===== config.mk =====
export PLATFORM = sky130hd
export DESIGN_NAME = wb_scoreboard
export DESIGN_NICKNAME = d
export VERILOG_FILES = /design/src/rtl/wb_scoreboard.sv
export SDC_FILE = /design/constraint.sdc
export NUM_CORES = 1
export LEC_CHECK = 0
export BUFFER_PORTS_ARGS = -buffer_cell sky130_fd_sc_hd__buf_2
export CAP_MARGIN = 10
export CORE_MARGIN = 2
export CORE_UTILIZATION = 48
export CTS_BUF_LIST = sky130_fd_sc_hd__clkbuf_4
export CTS_CLUSTER_DIAMETER = 80
export DETAILED_ROUTE_END_ITERATION = 8
export PLACE_DENSITY = 0.74
export RECOVER_POWER = 100
export REMOVE_ABC_BUFFERS = 1
export SLEW_MARGIN = 5
export SYNTH_ARGS = -nofsm -noshare
export SYNTH_HDL_FRONTEND = slang
export SYNTH_SLANG_ARGS = --single-unit

===== constraint.sdc =====
create_clock -name clk -period 10.1 [get_ports clk]
set_input_delay 1.01 -clock clk [delete_from_list [all_inputs] [get_ports clk]]
set_output_delay 1.01 -clock clk [all_outputs]
set_load 0.01 [all_outputs]

===== src/rtl/wb_scoreboard.sv =====
// wb_scoreboard: register-write scoreboard for the 8-bit pipelined core.
// Tracks outstanding register-file writes between issue and writeback and
// stalls issue on read-after-write hazards or per-register count saturation.
//
// Ports:
//   clk, rst            clock, synchronous active-high reset
//   issue_*             decode-stage instruction (operands, destination)
//   wb_regWE, wb_dest   writeback commit from the MEM/WB buffer
//   flush               pipeline squash, clears all tracking
//   issue_stall         combinational hold request for decode
//   issue_fire          combinational, issue_valid & ~issue_stall
//   pending_mask        bit r set while register r has writes in flight
//   inflight            registered total of outstanding writes
//   idle                inflight == 0
//   wb_underflow        sticky: writeback arrived for a register with none pending
module wb_scoreboard #(
    parameter int NUM_REGS = 8,
    parameter int ADDR_W   = 3,
    parameter int CNT_W    = 2
) (
    input  logic                clk,
    input  logic                rst,
    input  logic                issue_valid,
    input  logic [ADDR_W-1:0]   issue_srcA,
    input  logic                issue_srcA_use,
    input  logic [ADDR_W-1:0]   issue_srcB,
    input  logic                issue_srcB_use,
    input  logic                issue_regWE,
    input  logic [ADDR_W-1:0]   issue_dest,
    input  logic                wb_regWE,
    input  logic [ADDR_W-1:0]   wb_dest,
    input  logic                flush,
    output logic                issue_stall,
    output logic                issue_fire,
    output logic [NUM_REGS-1:0] pending_mask,
    output logic [4:0]          inflight,
    output logic                idle,
    output logic                wb_underflow
);

    logic [CNT_W-1:0] count [NUM_REGS];

    logic haz_a, haz_b, sat;
    logic do_set, do_clr, do_uf;

    // Hazard terms use registered counts only, so wb_* never reaches issue_stall.
    always_comb begin
        haz_a       = issue_srcA_use && (count[issue_srcA] != '0);
        haz_b       = issue_srcB_use && (count[issue_srcB] != '0);
        sat         = issue_regWE && (count[issue_dest] == '1);
        issue_stall = flush || (issue_valid && (haz_a || haz_b || sat));
        issue_fire  = issue_valid && !issue_stall;
    end

    // Writebacks are ignored entirely while flushing (no retire, no underflow).
    always_comb begin
        do_set = issue_fire && issue_regWE;
        do_clr = !flush && wb_regWE && (count[wb_dest] != '0);
        do_uf  = !flush && wb_regWE && (count[wb_dest] == '0);
    end

    always_comb begin
        pending_mask = '0;
        for (int unsigned r = 0; r < NUM_REGS; r++) begin
            pending_mask[r] = (count[r] != '0);
        end
        idle = (inflight == '0);
    end

    always_ff @(posedge clk) begin
        if (rst) begin
            for (int unsigned r = 0; r < NUM_REGS; r++) begin
                count[r] <= '0;
            end
            inflight     <= '0;
            wb_underflow <= 1'b0;
        end else if (flush) begin
            for (int unsigned r = 0; r < NUM_REGS; r++) begin
                count[r] <= '0;
            end
            inflight <= '0;
        end else begin
            // A set and a clear hitting the same register cancel out.
            for (int unsigned r = 0; r < NUM_REGS; r++) begin
                if (do_set && issue_dest == ADDR_W'(r) &&
                    !(do_clr && wb_dest == ADDR_W'(r))) begin
                    count[r] <= count[r] + CNT_W'(1);
                end else if (do_clr && wb_dest == ADDR_W'(r) &&
                             !(do_set && issue_dest == ADDR_W'(r))) begin
                    count[r] <= count[r] - CNT_W'(1);
                end
            end
            if (do_set && !do_clr) begin
                inflight <= inflight + 5'd1;
            end else if (do_clr && !do_set) begin
                inflight <= inflight - 5'd1;
            end
            if (do_uf) begin
                wb_underflow <= 1'b1;
            end
        end
    end

endmodule

==> results by group <==
Timing
  – Fmax: 0.2272 GHz
  – Final Setup Violations: 0
  – Final setup margin: 5.698 ns
  – RSZ-0062 raised after global routing: no
  – Hold slack: 0.4883 ns
  – Final Slew Violations: 0
  – Min Tclk post-route: 4.402 ns
  – Slew HR: 24.98%
  – Setup_tns: 0 ns
  – Final hold violation count: 0
  – Final Skew: 0.01579 ns
  – Tightest Pin Transition: 1.097 ns
  – Period utilization: 43.58%

GRT
  – Initial antenna violation count: 0
  – Largest net degree at the start of global routing: 22
  – Grt ovf: 0
  – Vias in the first global route: 1627
  – Total global-route track usage: 21.28%
  – First-pass GRT wire length: 7.521 mm

Pwr
  – VDD IR max: 75.50 uV
  – Clock power share: 30.2%
  – PD cells: 104.1 mW/mm^2
  – Seq pwr share: 46.2%
  – Power Internal: 0.1631 mW
  – Leak: 0.8286 nW
  – Post-layout total power: 0.2321 mW
  – Switch Pwr: 0.06894 mW
  – Comb power frac: 23.5%
  – Net Sw Frac: 29.71%

Worst setup path
  – Worst reg2reg path depth: 12
  – Worst Path Required: 9.09 ns
  – Stages on the worst setup path: 7
  – Setup Crit Path Kind: in -> out
  – Worst Setup SP: issue_dest[1]
  – Startpoint types: primary input
  – Reg-to-Reg Start: count[0][0]$_DFFE_PP_
  – WP data arrival: 3.39 ns
  – Crit Path Max Fanout: 12
  – Critical path's top delay family: compound AO/OA/AOI/OAI gates
  – Crit end category: output pin
  – Worst path max stage delay: 0.92 ns
  – Slowest stage cell on the critical path: a2111oi_0
  – Critical path's most frequent cell: clkbuf_1
  – CP Cell Sequence: clkbuf_1, and4b_1, a2111oi_0, a21oi_1, a211o_1, a21o_1, clkbuf_1
  – Buf+Inv Stages, Crit Path: 2

Detailed routing
  – Drt total wl: 4.703 mm
  – Via density: 5.994
  – Drc violations: 0
  – Post-route ant nets: 0
  – Post-DR wirelength/cell: 14.61 um
  – Iter 0 DRT Violations: 148
  – Drt pass-1 iters: 5
  – Vias: 1930

Clock network
  – H-tree levels: 1
  – Reg clk slew, reported paths: 0.15 ns
  – CTS root buf: clkbuf_4
  – Post-cts sizing count: 0
  – Num CTS Buffers: 3
  – Clock tree buffer depth: 2
  – Clock Sinks: 22
  – Worst-Skew Late Latency: 0.32 ns
  – CTS tree: done
  – Hold buffers post-CTS: 0
  – Post-CTS Setup Repair Bufs: 0

Yosys
  – Yosys warns: 0
  – Dominant synthesized flop cell: edfxtp_1
  – Number of synthesized register bits: 22
  – Mean post-synth cell area: 8.282 sq um
  – Synth Cell Area: 0.002021 sq mm
  – Synth top area share: 23.78%
  – Count leader, synth: inv_1
  – Number of flops mapped to enable cells by yosys: 16
  – Post-synth top area cell: edfxtp_1
  – Sequential fraction of the synthesis area: 29.72%
  – Syn Inst Count: 244
  – Synth cell count leaders: inv_1, nor3_1, nor2_1
  – Async set or reset register ratio after synthesis: 0%
  – Unique cell type count in the Yosys netlist: 51
  – Top cells by area, synth: edfxtp_1, ha_1, dfxtp_1

Place
  – Worst slack at placement: 5.885 ns
  – GP Congestion: 0.9478
  – Cell area after placement: 0.002206 sq mm
  – DP HPWL: 3.598 mm
  – PortBufs: 36
  – Cells after DPL: 318

Run status
  – Status: completed

Cells and area
  – Final Cell Area: 0.002228 sq mm
  – Nets: 304
  – Layout cells sized above 1: 10.29%
  – N_diodes: 0
  – Util after Layout: 55.31%
  – Area grow syn2layout: 10.28%
  – Fin cells: 322

Die
  – Die height: 68.88 um
  – DIE AREA: 0.004744 sq mm
  – Core ar.: 0.004029 sq mm
  – Die W: 68.88 um
  – FP Rows: 23
  – Initial Util: 50.16%
  – Io pins: 37

Hold path
  – Hold_sp: wb_underflow$_SDFFE_PP0P_
  – Worst Hold Depth: 2
  – HP Class: reg -> reg

Run
  – Max-cap check violation count: 0
[worst register-to-register path, stage by stage, from the launching register on]
cell	delay, ns
edfxtp_1	0.54
and2_1	0.21
a2111oi_0	0.96
a21oi_1	0.24
nor2_1	0.18
ha_1	0.19
inv_1	0.10
fa_1	0.41
a21o_1	0.19
a21oi_1	0.19
xnor2_1	0.09
or3_1	0.31
a21oi_1	0.13
[path summary, 6_finish.rpt]
kind / to / slack (ns)
max: issue_stall / 5.70
min: wb_underflow$_SDFFE_PP0P_ / 0.49
max reg2reg: inflight[4]$_SDFFE_PP0P_ / 6.30
min reg2reg: wb_underflow$_SDFFE_PP0P_ / 0.49
[registers in the layout (all words and copies together), names as in the netlist]
name / cells
count: 16
inflight: 5
wb_underflow: 1
[layout by cell type (no fill, tap or decap), drive strengths merged, types with 3 or more instances in the layout]
master / synthesis / layout
inv: 22 / 22
clkbuf: 5 / 22
nor3: 19 / 19
nor2: 18 / 18
nand2: 17 / 17
buf: 7 / 17
edfxtp: 16 / 16
a21oi: 15 / 15
nand3: 12 / 12
ha: 10 / 10
nor2b: 8 / 8
xor2: 8 / 8
or3: 6 / 6
nor4: 6 / 6
dfxtp: 6 / 6
nor3b: 4 / 4
o21bai: 4 / 4
nand3b: 4 / 4
mux2i: 4 / 4
xnor2: 4 / 4
and4: 3 / 3
a311oi: 3 / 3
nor4b: 3 / 3
nand2b: 3 / 3
a21o: 3 / 3
o211ai: 3 / 3
[cells by family (layout without fill, tap and decap cells)]
family | count (synthesis) | after routing | synth area share, %
AO/OA/AOI/OAI | 43 | 43 | 15.23
XOR/XNOR | 12 | 12 | 5.201
adder cells (fa/ha/maj) | 11 | 11 | 7.183
buffers and inverters | 34 | 62 | 6.935
flip-flops | 22 | 22 | 29.72
multiplexers | 5 | 5 | 3.096
AND/OR/NAND/NOR | 117 | 117 | 32.63
[power by group through the flow]
stage / sequential, mW / clock, mW / combinational (mW)
after CTS: 0.107 / 0.0721 / 0.0562
final: 0.107 / 0.0701 / 0.0546
after detailed placement: 0.109 / 0 / 0.0559
after global routing: 0.108 / 0.0769 / 0.0611
after global placement: 0.109 / 0 / 0.0545
after floorplan: 0.108 / 0 / 0.0356
[routing by layer]
metal	share of wire (%)	vias to the layer above	global-route usage [%]
met1	46	875	31.71
met3	7.1	10	2.760
met5	0	-	0
met4	1.4	0	5.392
met2	45	85	32.45
li1	-	960	-
[cell type report]
type	instances	area (sq um)
clock inverters	1	30.03
inverters	22	82.58
clock buffers	3	22.52
multi-input cells	188	1274
fillers	403	1800
flip-flops and latches	22	600.6
well taps	50	62.56
repair buffers	36	156.4
Power figures use the tool's default switching activity.
